### src/rtl/imem_loader_pkg.sv
// imem_loader_pkg: shared types and constants for the instruction-memory boot loader.
//   state_t       - loader FSM state encoding
//   DEFAULT_MAGIC - default frame start byte
//   WORD_W        - instruction word width in bits
package imem_loader_pkg;

  localparam logic [7:0]  DEFAULT_MAGIC = 8'hA5;
  localparam int unsigned WORD_W        = 32;

  typedef enum logic [2:0] {
    ST_IDLE,
    ST_LEN0,
    ST_LEN1,
    ST_DATA,
    ST_CHECK,
    ST_DONE,
    ST_ERROR
  } state_t;

endpackage

### src/rtl/imem_loader_byte_assembler.sv
// byte_assembler: packs four accepted bytes, LSB first, into one instruction word.
// Ports:
//   clk, reset     - clock, asynchronous active-low reset
//   clear          - restart at byte 0 (frame start)
//   byte_valid     - byte_in is consumed this cycle
//   byte_in        - data byte
//   byte_idx       - position the next consumed byte will take (0..3)
//   word_valid     - one-cycle pulse, the cycle after the 4th byte is consumed
//   word           - completed word, held until the next word completes
module byte_assembler
  import imem_loader_pkg::*;
(
  input  logic              clk,
  input  logic              reset,
  input  logic              clear,
  input  logic              byte_valid,
  input  logic [7:0]        byte_in,
  output logic [1:0]        byte_idx,
  output logic              word_valid,
  output logic [WORD_W-1:0] word
);

  logic [23:0] acc;

  always_ff @(posedge clk or negedge reset) begin
    if (!reset) begin
      acc        <= '0;
      byte_idx   <= '0;
      word_valid <= 1'b0;
      word       <= '0;
    end else begin
      word_valid <= 1'b0;
      if (clear) begin
        acc      <= '0;
        byte_idx <= '0;
      end else if (byte_valid) begin
        case (byte_idx)
          2'd0: acc[7:0]   <= byte_in;
          2'd1: acc[15:8]  <= byte_in;
          2'd2: acc[23:16] <= byte_in;
          default: begin
            word       <= {byte_in, acc};
            word_valid <= 1'b1;
          end
        endcase
        byte_idx <= byte_idx + 2'd1;
      end
    end
  end

endmodule

### src/rtl/imem_loader.sv
// imem_loader: boot-time instruction-memory writer fed by a framed UART byte stream.
// Frame: MAGIC, LEN_LO, LEN_HI, LEN*4 data bytes (words LSB first) [, checksum].
// Optional feature macro: IMEM_LOADER_CHECKSUM_EN adds a trailing XOR checksum
// byte covering LEN_LO, LEN_HI and all data bytes.
// Ports:
//   clk, reset              - clock, asynchronous active-low reset
//   rx_data/rx_valid        - byte stream from UART receiver
//   rx_ready                - always 1 outside reset
//   imem_we/addr/wdata      - instruction-memory write port (one-cycle strobe)
//   cpu_hold                - processor held until a valid image is loaded
//   load_done / load_error  - level status of the last frame
module imem_loader
  import imem_loader_pkg::*;
#(
  parameter int unsigned ADDR_W = 8,
  parameter logic [7:0]  MAGIC  = DEFAULT_MAGIC
) (
  input  logic              clk,
  input  logic              reset,
  input  logic [7:0]        rx_data,
  input  logic              rx_valid,
  output logic              rx_ready,
  output logic              imem_we,
  output logic [ADDR_W-1:0] imem_addr,
  output logic [WORD_W-1:0] imem_wdata,
  output logic              cpu_hold,
  output logic              load_done,
  output logic              load_error
);

  state_t      state;
  logic [15:0] len;
  logic [16:0] word_cnt;     // words whose 4th byte has been accepted
  logic [1:0]  byte_idx;
  logic [15:0] len_in;
  logic        accept;
  logic        frame_start;
  logic        data_take;
  logic        word_end;
  logic        last_write;
`ifdef IMEM_LOADER_CHECKSUM_EN
  logic [7:0]  csum;
`endif

  assign rx_ready    = reset;
  assign accept      = rx_valid & rx_ready;
  assign len_in      = {rx_data, len[7:0]};
  assign frame_start = accept && (rx_data == MAGIC) &&
                       (state inside {ST_IDLE, ST_DONE, ST_ERROR});
  // Bytes beyond the announced length are not fed to the assembler.
  assign data_take   = accept && (state == ST_DATA) && (word_cnt != {1'b0, len});
  assign word_end    = data_take && (byte_idx == 2'd3);
  assign last_write  = imem_we && (word_cnt == {1'b0, len});

  byte_assembler u_asm (
    .clk        (clk),
    .reset      (reset),
    .clear      (frame_start),
    .byte_valid (data_take),
    .byte_in    (rx_data),
    .byte_idx   (byte_idx),
    .word_valid (imem_we),
    .word       (imem_wdata)
  );

  always_ff @(posedge clk or negedge reset) begin
    if (!reset) begin
      state      <= ST_IDLE;
      len        <= '0;
      word_cnt   <= '0;
      imem_addr  <= '0;
      cpu_hold   <= 1'b1;
      load_done  <= 1'b0;
      load_error <= 1'b0;
`ifdef IMEM_LOADER_CHECKSUM_EN
      csum       <= '0;
`endif
    end else begin
      // The final write keeps its address so the counter never wraps at 2^ADDR_W.
      if (imem_we && !last_write)
        imem_addr <= imem_addr + 1'b1;

      case (state)
        ST_IDLE, ST_DONE, ST_ERROR: begin
          if (frame_start) begin
            state      <= ST_LEN0;
            imem_addr  <= '0;
            word_cnt   <= '0;
            cpu_hold   <= 1'b1;
            load_done  <= 1'b0;
            load_error <= 1'b0;
`ifdef IMEM_LOADER_CHECKSUM_EN
            csum       <= '0;
`endif
          end
        end

        ST_LEN0: begin
          if (accept) begin
            len[7:0] <= rx_data;
            state    <= ST_LEN1;
`ifdef IMEM_LOADER_CHECKSUM_EN
            csum     <= csum ^ rx_data;
`endif
          end
        end

        ST_LEN1: begin
          if (accept) begin
            len[15:8] <= rx_data;
`ifdef IMEM_LOADER_CHECKSUM_EN
            csum      <= csum ^ rx_data;
`endif
            if (32'(len_in) > (32'd1 << ADDR_W)) begin
              state      <= ST_ERROR;
              load_error <= 1'b1;
              cpu_hold   <= 1'b1;
            end else if (len_in == 16'd0) begin
`ifdef IMEM_LOADER_CHECKSUM_EN
              state     <= ST_CHECK;
`else
              state     <= ST_DONE;
              load_done <= 1'b1;
              cpu_hold  <= 1'b0;
`endif
            end else begin
              state <= ST_DATA;
            end
          end
        end

        ST_DATA: begin
`ifdef IMEM_LOADER_CHECKSUM_EN
          if (data_take)
            csum <= csum ^ rx_data;
`endif
          if (word_end) begin
            word_cnt <= word_cnt + 17'd1;
`ifdef IMEM_LOADER_CHECKSUM_EN
            // Leave DATA on the last byte so a back-to-back checksum byte lands in CHECK.
            if (word_cnt + 17'd1 == {1'b0, len})
              state <= ST_CHECK;
`endif
          end
`ifndef IMEM_LOADER_CHECKSUM_EN
          if (last_write) begin
            state     <= ST_DONE;
            load_done <= 1'b1;
            cpu_hold  <= 1'b0;
          end
`endif
        end

`ifdef IMEM_LOADER_CHECKSUM_EN
        ST_CHECK: begin
          if (accept) begin
            if (rx_data == csum) begin
              state     <= ST_DONE;
              load_done <= 1'b1;
              cpu_hold  <= 1'b0;
            end else begin
              state      <= ST_ERROR;
              load_error <= 1'b1;
              cpu_hold   <= 1'b1;
            end
          end
        end
`endif

        default: state <= ST_IDLE;
      endcase
    end
  end

endmodule

### config.mk
export PLATFORM = sky130hd
export DESIGN_NAME = imem_loader
export DESIGN_NICKNAME = d
export VERILOG_FILES = /design/src/rtl/imem_loader_pkg.sv /design/src/rtl/imem_loader_byte_assembler.sv /design/src/rtl/imem_loader.sv
export SDC_FILE = /design/constraint.sdc
export NUM_CORES = 1
export LEC_CHECK = 0
export CAP_MARGIN = 20
export CORE_ASPECT_RATIO = 0.7
export CORE_UTILIZATION = 56
export CTS_CLUSTER_DIAMETER = 50
export DETAILED_ROUTE_END_ITERATION = 8
export GPL_TIMING_DRIVEN = 0
export PLACE_DENSITY = 0.91
export SYNTH_ARGS = -nofsm -noshare
export SYNTH_HDL_FRONTEND = slang
export SYNTH_SLANG_ARGS = --single-unit
### constraint.sdc
create_clock -name clk -period 3 [get_ports clk]
set_input_delay 0.6 -clock clk [delete_from_list [all_inputs] [get_ports clk]]
set_output_delay 0.6 -clock clk [all_outputs]
set_load 0.01 [all_outputs]
==> results of run 1 <==
path summary, 6_finish.rpt:
kind,cells past startpoint,from,end,slack (ns)
max in group asynchronous,2,reset,u_asm.word[8],2.05
min in group clk,2,u_asm.word[30],u_asm.word[30],0.49
worst min-delay path,1,reset,imem_addr[0],0.23
worst max register to register,7,len[0],u_asm.word[29],0.48
worst max-delay path,7,reset,u_asm.byte_idx[0],0.34
worst min register to register,2,u_asm.word[30],u_asm.word[30],0.49
routing by layer:
metal,wire (um),vias up,track usage [%],share of wire [%]
met2,5320,160,42.2,46
li1,-,1763,-,-
met5,0,-,0,0
met4,137,0,7.27,1.2
met1,5260,1908,39.2,45
met3,849,15,7.85,7.3
through the flow:
| step | utilization, % | setup slack [ns] | TNS, ns | hold WS [ns] |
|---|---|---|---|---|
| 3_3_place_gp | 66.2 | -3.77 | -635.52 | 0.469 |
| 6_report | 69.9 | 0.345 | 0 | 0.235 |
| 2_1_floorplan | - | 0.728 | 0 | 0.304 |
| 4_1_cts | 69.8 | 0.160 | 0 | 0.261 |
| 3_5_place_dp | 66.5 | -0.153 | -1.53 | 0.481 |
| 5_1_grt | 69.9 | 0.160 | 0 | 0.285 |
flip-flops by register name, indices dropped and copies added, names as in the netlist:
signal	flops
word_cnt	17
len	16
u_asm.byte_idx	2
u_asm.word_valid	1
imem_addr	8
load_done	1
u_asm.acc	24
load_error	1
cpu_hold	1
state	3
u_asm.word	32
cells by family after synthesis:
kind of cell               Yosys count  synth area share [%]
and+or+nand+nor                    151                  15.2
adders and majority gates            6                  1.52
AOI/OAI and AO/OA                   89                  11.6
buffers and inverters               44                  4.55
muxes                               44                  9.76
DFF                                106                  53.6
xor gates and xnor gates            21                  3.72
layout make-up:
type	count	share of cell area (%)
inverter	18	1.13
clock inverter	5	0.631
clock buffer	11	4.08
timing repair buffer	55	9.50
buffer	26	2.65
tap	120	2.52
multi-input combinational	311	34.9
sequential	106	44.6
timing repair:
item / CTS / global route
endpoints found under the setup margin: 0 / 1
resized for setup: 0 / 1
buffers inserted: 0 / 0
power by group through the flow:
stage / combinational [uW] / clock, uW / sequential, uW
finish: 457 / 1120 / 1580
global route: 503 / 1190 / 1590
CTS: 447 / 1130 / 1580
detailed placement: 442 / 0 / 1610
global placement: 413 / 0 / 1600
floorplan: 300 / 0 / 1590
synthesized netlist by cell type (6+ instances only):
library cell	n	area [um^2]
nor2_1	25	93.8
ha_1	6	75.1
nor3_1	8	40.0
mux2i_1	10	100
clkbuf_1	7	26.3
dfrtp_1	105	2630
buf_2	12	60.1
nand2_1	43	161
mux2_2	31	349
xor2_1	17	149
nand3_1	36	180
o21ai_0	49	245
o211ai_1	6	45.0
nor4_1	6	37.5
inv_1	17	63.8
critical path, cell delays in order:
cell and delay [ns]:
buf_4 0.45, and2_1 0.21, clkbuf_1 0.36, nand2_1 0.18, nor4b_4 0.54, clkbuf_1 0.42, nor2_1 0.12
==> run_summary.xml, run 1 <==
<?xml version="1.0" encoding="UTF-8"?>
<metrics>
  <group name="status">
    <metric name="status" unit="">finished clean</metric>
  </group>
  <group name="cts">
    <metric name="cts.clk_slew.worst_paths" unit="ns">0.08</metric>
    <metric name="tritoncts.num_buffers" unit="">9</metric>
    <metric name="tritoncts_clock_tree" unit="">yes</metric>
    <metric name="clockBufferDepth" unit="">2</metric>
    <metric name="clk-insertion-delay-late" unit="ns">0.36</metric>
    <metric name="numClockSinks" unit="">106</metric>
    <metric name="cts-root-buf" unit="">clkbuf_16</metric>
    <metric name="h-tree-depth" unit="">3</metric>
    <metric name="cts_hold_buf" unit="">0</metric>
  </group>
  <group name="floorplanning">
    <metric name="die_h" unit="um">80.7</metric>
    <metric name="rows" unit="">28</metric>
    <metric name="die_w" unit="um">114</metric>
    <metric name="core" unit="um^2">8510</metric>
    <metric name="die_ar" unit="um^2">9220</metric>
    <metric name="floorplan.initialDensity" unit="%">58.1</metric>
    <metric name="floorplan.io_pins" unit="">56</metric>
  </group>
  <group name="sta">
    <metric name="final.period_utilization" unit="%">88.5</metric>
    <metric name="finalSetupViolCount" unit="">0</metric>
    <metric name="finClkSkew" unit="ns">0.0151</metric>
    <metric name="slew_viol_final" unit="">0</metric>
    <metric name="final.min_clock_period" unit="ns">2.66</metric>
    <metric name="measured_slew_at_the_worst_slew_check_pin" unit="ns">0.560</metric>
    <metric name="achievable-frequency" unit="GHz">0.377</metric>
    <metric name="rsz0062_at_grt" unit="">false</metric>
    <metric name="report.final.hold_viol_count" unit="">0</metric>
    <metric name="max-slew-margin-rel" unit="%">62.7</metric>
  </group>
  <group name="place">
    <metric name="numPortBuffers" unit="">54</metric>
    <metric name="placed_area" unit="um^2">5660</metric>
    <metric name="place_congestion" unit="">0.873</metric>
    <metric name="place_hpwl" unit="mm">8.26</metric>
    <metric name="dp_cells" unit="">636</metric>
  </group>
  <group name="global_route">
    <metric name="grt_pass1_vias" unit="">3804</metric>
    <metric name="antenna_violations_before_repair" unit="">0</metric>
    <metric name="grt_overflow" unit="">0</metric>
    <metric name="grt_pass1_wl" unit="mm">19.2</metric>
    <metric name="grt_use_total" unit="%">27.8</metric>
    <metric name="grt_max_degree" unit="">69</metric>
  </group>
  <group name="synthesis">
    <metric name="proportion_of_register_bits_with_asynchronous_set_or_reset_after_synthesis" unit="%">100</metric>
    <metric name="syn-num-nets" unit="">478</metric>
    <metric name="synth.yosys.seq_area_share" unit="%">53.6</metric>
    <metric name="syn_inst" unit="">461</metric>
    <metric name="synth.distinct_cells" unit="">54</metric>
    <metric name="yosys_warnings" unit="">0</metric>
    <metric name="ys.flop_type" unit="">dfrtp_1</metric>
    <metric name="synth_area" unit="um^2">4950</metric>
    <metric name="post_synth_edffs" unit="">0</metric>
    <metric name="syn-mean-instance-area" unit="um^2">10.7</metric>
    <metric name="synth_seq_cells" unit="">106</metric>
  </group>
  <group name="pwr">
    <metric name="post-layout-total-power" unit="uW">3160</metric>
    <metric name="pwr-share-clk" unit="%">35.5</metric>
    <metric name="seqPwrFrac" unit="%">50.0</metric>
    <metric name="cellInternalPower" unit="uW">2290</metric>
    <metric name="sw_share" unit="%">27.7</metric>
    <metric name="ir_worst_vdd" unit="uV">331</metric>
    <metric name="cellPowerDensity" unit="nW/um^2">531</metric>
    <metric name="pwr-share-comb" unit="%">14.5</metric>
    <metric name="static-leakage-power" unit="uW">0.00271</metric>
    <metric name="power.net_switching" unit="uW">877</metric>
  </group>
  <group name="finish">
    <metric name="final_layout_size_suffix_gt1_share" unit="%">15.0</metric>
    <metric name="final_cell_area" unit="um^2">5950</metric>
    <metric name="multi_input_comb_area" unit="um^2">2080</metric>
    <metric name="layout_commonest_cell" unit="">dfrtp_1</metric>
    <metric name="ff_latch_area" unit="um^2">2650</metric>
    <metric name="syn2layout_area_growth" unit="%">20.3</metric>
    <metric name="finalNetCount" unit="">544</metric>
    <metric name="final_cells" unit="">652</metric>
    <metric name="layout_common_cells" unit="">105 x dfrtp_1, 53 x clkdlybuf4s50_1, 49 x o21ai_0, 43 x nand2_1, 36 x nand3_1</metric>
    <metric name="n_fill_cell" unit="">589</metric>
    <metric name="antenna_cells_inserted" unit="">0</metric>
  </group>
  <group name="setup_path">
    <metric name="crit_path_end_kind" unit="">flip-flop</metric>
    <metric name="critPathMaxFanout" unit="">43</metric>
    <metric name="cp.arrival" unit="ns">2.88</metric>
    <metric name="cp-start-kind" unit="">primary input</metric>
    <metric name="crit_required" unit="ns">3.23</metric>
    <metric name="setup.worst_path.class" unit="">primary input to flip-flop</metric>
  </group>
  <group name="routing">
    <metric name="drc" unit="">0</metric>
    <metric name="routed-via-count" unit="">3846</metric>
    <metric name="routed_via_density" unit="">5.90</metric>
    <metric name="wirelength" unit="mm">11.6</metric>
    <metric name="post_drt_wl_per_cell" unit="um">17.7</metric>
    <metric name="drt_first_iter_violations" unit="">358</metric>
    <metric name="first_pass_iters" unit="">5</metric>
    <metric name="antenna_violating_nets_post_route" unit="">0</metric>
  </group>
  <group name="run">
    <metric name="max_cap_viol_count" unit="">0</metric>
  </group>
  <group name="hold_path">
    <metric name="worstHoldPathType" unit="">primary input to async pin</metric>
  </group>
</metrics>
(Power assumes the default switching activity.)
==> run 2, diff against run 1 <==
==> constraint.sdc (replaced) <==
create_clock -name clk -period 2.7 [get_ports clk]
set_input_delay 0.54 -clock clk [delete_from_list [all_inputs] [get_ports clk]]
set_output_delay 0.54 -clock clk [all_outputs]
set_load 0.01 [all_outputs]
==> run 2 against run 1 <==
  * Die area did not move
  * Combinational power is 11% higher
  * Cell area about the same
  * Highest routed layer unchanged
  * Worst setup slack worse by 0.21 ns
  * Clock skew shrank 0.0010 ns
  * Largest cell class unchanged
  * Sequential cell count stayed put
  * Cell count unchanged
  * Core utilization is essentially flat
  * Routed wire length decreased by 0.29%
  * Non-clock buffer count stayed put
  * First-iteration DRC count is 0.84% lower
==> run_summary.xml, run 2 (same netlist as run 1, synthesis figures left out) <==
<?xml version="1.0" encoding="UTF-8"?>
<metrics>
  <group name="global_route">
    <metric name="grt_overflow" unit="">0</metric>
    <metric name="grt_pass1_wl" unit="mm">19.2</metric>
    <metric name="antenna_violations_before_repair" unit="">0</metric>
    <metric name="grt_pass1_vias" unit="">3807</metric>
    <metric name="grt_max_degree" unit="">69</metric>
    <metric name="grt_use_total" unit="%">27.8</metric>
  </group>
  <group name="pwr">
    <metric name="power.net_switching" unit="uW">969</metric>
    <metric name="seqPwrFrac" unit="%">50.1</metric>
    <metric name="cellInternalPower" unit="uW">2540</metric>
    <metric name="ir_worst_vdd" unit="uV">367</metric>
    <metric name="cellPowerDensity" unit="nW/um^2">589</metric>
    <metric name="static-leakage-power" unit="uW">0.00271</metric>
    <metric name="sw_share" unit="%">27.6</metric>
    <metric name="pwr-share-clk" unit="%">35.5</metric>
    <metric name="pwr-share-comb" unit="%">14.5</metric>
  </group>
  <group name="sta">
    <metric name="achievable-frequency" unit="GHz">0.390</metric>
    <metric name="slew_viol_final" unit="">0</metric>
    <metric name="measured_slew_at_the_worst_slew_check_pin" unit="ns">0.534</metric>
    <metric name="rsz0062_at_grt" unit="">false</metric>
    <metric name="holdWs" unit="ns">0.0999</metric>
    <metric name="report.final.hold_viol_count" unit="">0</metric>
    <metric name="final.min_clock_period" unit="ns">2.57</metric>
    <metric name="setup_total_negative_slack" unit="ns">0</metric>
    <metric name="finClkSkew" unit="ns">0.0141</metric>
    <metric name="final.setup.worst_slack" unit="ns">0.134</metric>
    <metric name="finalSetupViolCount" unit="">0</metric>
    <metric name="final.period_utilization" unit="%">95.0</metric>
    <metric name="max-slew-margin-rel" unit="%">64.4</metric>
  </group>
  <group name="place">
    <metric name="place_congestion" unit="">0.873</metric>
    <metric name="place_hpwl" unit="mm">8.26</metric>
    <metric name="dp_cells" unit="">636</metric>
    <metric name="numPortBuffers" unit="">54</metric>
    <metric name="dp_worst_setup_slack" unit="ns">-0.393</metric>
  </group>
  <group name="finish">
    <metric name="regMostFlops" unit="">u_asm.word</metric>
    <metric name="layout_commonest_cell" unit="">dfrtp_1</metric>
    <metric name="biggestRegsByFlops" unit="">u_asm.word (32), u_asm.acc (24), word_cnt (17)</metric>
    <metric name="final_cells" unit="">652</metric>
    <metric name="antenna_cells_inserted" unit="">0</metric>
    <metric name="layout_common_cells" unit="">105 x dfrtp_1, 53 x clkdlybuf4s50_1, 49 x o21ai_0, 43 x nand2_1, 36 x nand3_1</metric>
    <metric name="syn2layout_area_growth" unit="%">20.4</metric>
    <metric name="final_layout_size_suffix_gt1_share" unit="%">15.0</metric>
    <metric name="n_fill_cell" unit="">589</metric>
    <metric name="largest_register_ff_count" unit="">32</metric>
    <metric name="finalNetCount" unit="">544</metric>
  </group>
  <group name="setup_path">
    <metric name="cp.arrival" unit="ns">2.79</metric>
    <metric name="regToRegSetupSlack" unit="ns">0.19</metric>
    <metric name="cpMaxStageDelayCell" unit="">nor4b_4</metric>
    <metric name="critPathMaxFanout" unit="">10</metric>
    <metric name="critical-path-max-stage-delay" unit="ns">0.54</metric>
    <metric name="setup.worst_path.class" unit="">primary input to flip-flop</metric>
    <metric name="critical_path.most_common_cell" unit="">clkbuf_1</metric>
    <metric name="crit_path_end_kind" unit="">flip-flop</metric>
    <metric name="crit_chain" unit="">clkdlybuf4s50_1 &gt; and2_1 &gt; clkbuf_1 &gt; nand2_1 &gt; nor4b_4 &gt; clkbuf_1 &gt; nor2_1</metric>
    <metric name="cp-start-kind" unit="">primary input</metric>
    <metric name="crit_required" unit="ns">2.93</metric>
  </group>
  <group name="routing">
    <metric name="post_drt_wl_per_cell" unit="um">17.7</metric>
    <metric name="first_pass_iters" unit="">5</metric>
    <metric name="routed_via_density" unit="">5.84</metric>
    <metric name="wirelength" unit="mm">11.5</metric>
    <metric name="drt_first_iter_violations" unit="">355</metric>
    <metric name="drc" unit="">0</metric>
    <metric name="routed-via-count" unit="">3809</metric>
    <metric name="antenna_violating_nets_post_route" unit="">0</metric>
  </group>
  <group name="floorplanning">
    <metric name="core" unit="um^2">8510</metric>
    <metric name="floorplan.initialDensity" unit="%">58.1</metric>
    <metric name="rows" unit="">28</metric>
    <metric name="die_w" unit="um">114</metric>
    <metric name="floorplan.io_pins" unit="">56</metric>
    <metric name="die_ar" unit="um^2">9220</metric>
    <metric name="die_h" unit="um">80.7</metric>
  </group>
  <group name="cts">
    <metric name="h-tree-depth" unit="">3</metric>
    <metric name="clk-insertion-delay-late" unit="ns">0.36</metric>
    <metric name="clockBufferDepth" unit="">2</metric>
    <metric name="post_cts_buffers" unit="">0</metric>
    <metric name="cts-root-buf" unit="">clkbuf_16</metric>
    <metric name="tritoncts.num_buffers" unit="">9</metric>
    <metric name="tritoncts_clock_tree" unit="">yes</metric>
    <metric name="cts.clk_slew.worst_paths" unit="ns">0.08</metric>
    <metric name="cts_hold_buf" unit="">0</metric>
    <metric name="numClockSinks" unit="">106</metric>
  </group>
  <group name="status">
    <metric name="status" unit="">finished clean</metric>
  </group>
  <group name="hold_path">
    <metric name="worstHoldPathType" unit="">primary input to async pin</metric>
  </group>
  <group name="run">
    <metric name="max_cap_viol_count" unit="">0</metric>
  </group>
</metrics>
## run 2: cell counts in the layout (fill, tap and decap cells not counted)
No cell type changed its count.
## run 2: worst max-delay path: cells and delay by family
family	cells	cell delay (ns)
buffers and inverters	3	1.28
and+or+nand+nor	4	0.97
## run 2: layer usage
layer	share of wire (%)	up-vias	routed length, um	global-route usage [%]
met5	0	-	0	0
met4	1.0	0	116	7.27
met3	6.9	11	800	7.85
met2	46	137	5320	42.2
met1	46	1901	5300	39.2
li1	-	1760	-	-
## run 2: worst paths after layout
path	from	endpoint	cells after the start
setup / recovery	rx_valid	u_asm.byte_idx[0]	7
hold / removal	reset	imem_addr[0]	1
setup reg to reg	len[0]	u_asm.word[29]	7
hold reg to reg	u_asm.word[30]	u_asm.word[30]	2
max in group asynchronous	reset	u_asm.word[8]	2
min in group clk	u_asm.word[30]	u_asm.word[30]	2
## run 2: timing repair
item                                    CTS  global route
endpoints found under the setup margin   12            11
resized for setup                         1             1
pin swaps                                 0             0
gates cloned                              0             0
## run 2: power by group through the flow
stage / registers (uW) / logic (uW) / clock network [uW]
floorplan: 1770 / 333 / 0
global placement: 1780 / 459 / 0
detailed placement: 1790 / 491 / 0
CTS: 1760 / 502 / 1250
global route: 1770 / 560 / 1330
finish: 1760 / 507 / 1240
## run 2: area by class of cell
| cell class | count | area [um^2] | share of cell area, % |
|---|---|---|---|
| clock inverters | 5 | 37.5 | 0.630 |
| plain buffers | 26 | 158 | 2.65 |
| multi-input cells | 311 | 2080 | 34.9 |
| well taps | 120 | 150 | 2.52 |
| inverters | 18 | 67.6 | 1.13 |
| repair buffers | 55 | 569 | 9.56 |
| clock buffers | 11 | 243 | 4.07 |
| flip-flops and latches | 106 | 2650 | 44.5 |
## run 2: through the flow
stage                     power, uW  cell area [um^2]  utilization, %
after global placement         2240              5640            66.2
after global routing           3650              5960            70.0
after floorplan                2100              4950               -
after CTS                      3510              5950            69.9
after detailed placement       2280              5660            66.5
final                          3510              5960            70.0
==> edit 1 (settings of run 2) <==
Add a define of `IMEM_LOADER_CHECKSUM_EN`.
--- a/src/rtl/imem_loader.sv
+++ b/src/rtl/imem_loader.sv
@@ -9,6 +9,8 @@
 //   imem_we/addr/wdata      - instruction-memory write port (one-cycle strobe)
 //   cpu_hold                - processor held until a valid image is loaded
 //   load_done / load_error  - level status of the last frame
+`define IMEM_LOADER_CHECKSUM_EN
+
 module imem_loader
   import imem_loader_pkg::*;
 #(
Behaviour: not the same (a bounded check fails within 4 cycles, from zero or initial values and one cycle with reset low).
==> edit 1 against run 2 <==
  * Area after synthesis grew 18%
  * Worst setup slack got worse by 0.051 ns
  * Final area up 23%
  * Routed wire length grew 45%
  * Sequential cell count is 8 higher
Power is not compared: it rests on default switching activity, and its combinational part moved more than twofold at a synthesized area within 25%.
==> edit 1: results (changes against run 2) <==
| Metric | Value |
|---|---|
| Pin count of the biggest net entering global routing | `67 (was 69)` |
| GRT Resource Usage Total | `32.7% (was 27.8%)` |
| Largest cells by area after synthesis | `dfrtp_1 (49%), mux2_2 (7.9%), xnor2_1 (5.4%) (was dfrtp_1 (53%), mux2_2 (7.1%), o21ai_0 (5.0%))` |
| Max Fclk | `382 MHz (was 390 MHz)` |
| CP peak stage delay | `0.48 ns (was 0.54 ns)` |
| Crit path to | `state[1]$_DFFE_PN0P_ (was u_asm.byte_idx[0]$_DFFE_PN0P_)` |
| Top cells by count, synth | `dfrtp_1 (113), nand2_1 (69), o21ai_0 (47), nor2_1 (44), mux2_2 (41) (was dfrtp_1 (105), o21ai_0 (49), nand2_1 (43), nand3_1 (36), mux2_2 (31))` |
| CP max FO | `5 (was 10)` |
| Place WS | `-0.812 ns (was -0.393 ns)` |
| Max Clock Skew | `0.00747 ns (was 0.0141 ns)` |
| Reg2reg setup slack | `0.08 ns (was 0.19 ns)` |
| Layout cell share with drive strength beyond 1 | `18.1% (was 15.0%)` |
| Via count of the first global-routing pass | `4848 (was 3807)` |
| First-pass GRT wire length | `25700 um (was 19200 um)` |
| Status | `finished, final reports clean (unchanged)` |
| Num CTS Buffers | `17 (was 9)` |
| Fin Hold WS | `0.0316 ns (was 0.0999 ns)` |
| Clock slew at reported path FFs | `0.06 ns (was 0.08 ns)` |
| Fill cells | `617 (was 589)` |
| Drt via density | `6.26 (was 5.84)` |
| Synth Instances | `593 (was 461)` |
| Slowest-stage cell, CP | `a2111oi_4 (was nor4b_4)` |
| GRT met2 Usage | `48.0% (was 42.2%)` |
| Dpl cell area | `6540 sq um (was 5660 sq um)` |
| GR Util met1 | `44.1% (was 39.2%)` |
| Syn_nets | `610 (was 478)` |
| Crit path arrival time | `2.89 ns (was 2.79 ns)` |
| Reg-to-reg startpoint | `word_cnt[9]$_DFFE_PN0P_ (was len[0]$_DFFE_PN0P_)` |
| Wire length on met3 | `1710 um (was 800 um)` |
| Clk_lat worst skew | `0.42 ns (was 0.36 ns)` |
| Met2 routed WL | `7460 um (was 5320 um)` |
| Crit. Startpoint | `word_cnt[9]$_DFFE_PN0P_ (was rx_valid)` |
| Number of setup buffers added after CTS | `8 (was 0)` |
| WL final | `16700 um (was 11500 um)` |
| Top delay family on crit path | `simple AND/OR/NAND/NOR gates (was buffers and inverters)` |
| Final estimated routing congestion in global placement | `0.938 (was 0.873)` |
| Worst-case reg-to-reg path depth | `10 (was 7)` |
| DR iter-0 viols | `448 (was 355)` |
| Cts repair resizes | `10 (was 1)` |
| Post-Place Cells | `776 (was 636)` |
| Htree depth | `4 (was 3)` |
[edit 1: cell families (layout without fill, tap and decap cells)]
family | after synthesis | after routing | share of synthesized area (%)
AO/OA/AOI/OAI | 106 | 106 | 11.2
multiplexers | 43 | 43 | 8.28
adder cells (fa/ha/maj) | 6 | 6 | 1.29
buffers and inverters | 51 | 144 | 3.81
AND/OR/NAND/NOR | 222 | 222 | 18.6
XOR/XNOR | 51 | 51 | 7.68
flip-flops | 114 | 114 | 49.1
[edit 1: layout make-up]
class | count | area (sq um) | share of cell area, %
Clock buffer | 20 | 457 | 6.24
Inverter | 10 | 37.5 | 0.513
Buffer | 36 | 168 | 2.29
Multi-Input combinational cell | 428 | 2800 | 38.3
Clock inverter | 11 | 160 | 2.19
Tap cell | 128 | 160 | 2.19
Sequential cell | 114 | 2860 | 39.0
Timing Repair Buffer | 67 | 681 | 9.30
==> edit 2 (flow settings as in run 2) <==
Without the edit above. Reset style: synchronous (`reset`), changed in 2 clocked blocks. Comments in the files are not updated.
--- a/src/rtl/imem_loader_byte_assembler.sv
+++ b/src/rtl/imem_loader_byte_assembler.sv
@@ -22,7 +22,7 @@
 
   logic [23:0] acc;
 
-  always_ff @(posedge clk or negedge reset) begin
+  always_ff @(posedge clk) begin
     if (!reset) begin
       acc        <= '0;
       byte_idx   <= '0;
--- a/src/rtl/imem_loader.sv
+++ b/src/rtl/imem_loader.sv
@@ -63,7 +63,7 @@
     .word       (imem_wdata)
   );
 
-  always_ff @(posedge clk or negedge reset) begin
+  always_ff @(posedge clk) begin
     if (!reset) begin
       state      <= ST_IDLE;
       len        <= '0;
Behaviour: differs if reset is asserted again (counterexample within 4 cycles, from zero or initial values and one cycle with reset low); with reset held inactive, the same outputs for 10 cycles.
==> edit 2 against run 2 <==
  * The run now ends with DRC left
  * Final area fell by 4.5%
  * Register-to-register slack got worse by 0.10 ns
  * Cell count increased by 17%
  * Routed wire length is 20% higher
  * Clock skew shrank 0.0044 ns
  * Area after synthesis down 4.5%
  * Worst setup slack got worse by 0.049 ns
  * Worst hold slack improved by 0.35 ns
  * Utilization up 1.1 points
  * Sequential cell count stayed put
  * Highest routed layer unchanged
Power is not compared: it rests on default switching activity, and its combinational part moved more than twofold at a synthesized area within 25%.
==> edit 2: results (changes against run 2) <==
| Metric | Value |
|---|---|
| Status | `finished with violations (was finished, final reports clean)` |
| Failing checks | `DRC` |
| DR iter-0 viols | `774 (was 355)` |
| Reg-to-reg startpoint | `word_cnt[6]$_SDFFE_PN0P_ (was len[0]$_DFFE_PN0P_)` |
| GRT Resource Usage Total | `31.8% (was 27.8%)` |
| WL final | `13800 um (was 11500 um)` |
| Max-slew headroom | `47.7% (was 64.4%)` |
| Post-synthesis mux area share | `2.96% (was 9.76%)` |
| Via count of the first global-routing pass | `4386 (was 3807)` |
| Met3 Usage GRT | `6.79% (was 7.85%)` |
| Worst-case reg-to-reg path depth | `8 (was 7)` |
| Pre-antenna DRT Iters | `9 (was 5)` |
| Syn Area/Cell | `7.94 sq um (was 10.7 sq um)` |
| DP Wirelength | `9480 um (was 8260 um)` |
| Share of the yosys chip area belonging to registers | `44.9% (was 53.6%)` |
| Met1 wire length | `5730 um (was 5300 um)` |
| Wire length on met3 | `1610 um (was 800 um)` |
| Hold crit path type | `register to register (was input port to async pin)` |
| DRC Markers | `5 (was 0)` |
| Met2 routed WL | `6080 um (was 5320 um)` |
| Fill cells | `599 (was 589)` |
| Top delay family on crit path | `simple AND/OR/NAND/NOR gates (was buffers and inverters)` |
| Fin Hold WS | `0.450 ns (was 0.0999 ns)` |
| Asr flop ratio synth | `0% (was 100%)` |
| Crit path to | `state[1]$_SDFFE_PN0P_ (was u_asm.byte_idx[0]$_DFFE_PN0P_)` |
| Post-synthesis compound-gate area fraction | `15.4% (was 11.6%)` |
| Drt via density | `6.31 (was 5.84)` |
| GRT met2 Usage | `49.8% (was 42.2%)` |
| Crit path arrival time | `2.85 ns (was 2.79 ns)` |
| Max Clock Skew | `0.00961 ns (was 0.0141 ns)` |
| Slowest-stage cell, CP | `or4_1 (was nor4b_4)` |
| Routed via count | `4815 (was 3809)` |
| Largest cells by area after synthesis | `dfxtp_1 (45%), nand2_1 (12%), o21ai_0 (5.7%) (was dfrtp_1 (53%), mux2_2 (7.1%), o21ai_0 (5.0%))` |
| Layout cell share with drive strength beyond 1 | `6.65% (was 15.0%)` |
| Syn_nets | `613 (was 478)` |
| Final-stage net count | `675 (was 544)` |
-- edit 2: power by group --
| group | total [mW] | internal [mW] | switching (mW) |
|---|---|---|---|
| Clock | 1.27 | 0.675 | 0.591 |
| Sequential | 1.56 | 1.56 | 0.000104 |
| Combinational | 0.0899 | 0.0217 | 0.0682 |
-- edit 2: stage by stage --
stage               TNS (ns)  setup slack [ns]  util [%]  area [sq um]
global route               0            0.0158      71.0          5690
detailed placement    -34.76            -0.727      67.0          5360
CTS                        0            0.0370      70.7          5660
global placement      -32.40            -0.732      67.0          5360
floorplan                  0             0.430         -          4730
finish                     0            0.0854      71.0          5690
-- edit 2: layout make-up --
cell class | instances | area share (%)
inverter | 4 | 0.264
sequential | 106 | 37.3
tap | 101 | 2.22
timing repair buffer | 53 | 9.15
buffer | 41 | 3.17
clock inverter | 4 | 0.462
multi-input combinational | 442 | 42.9
clock buffer | 12 | 4.51
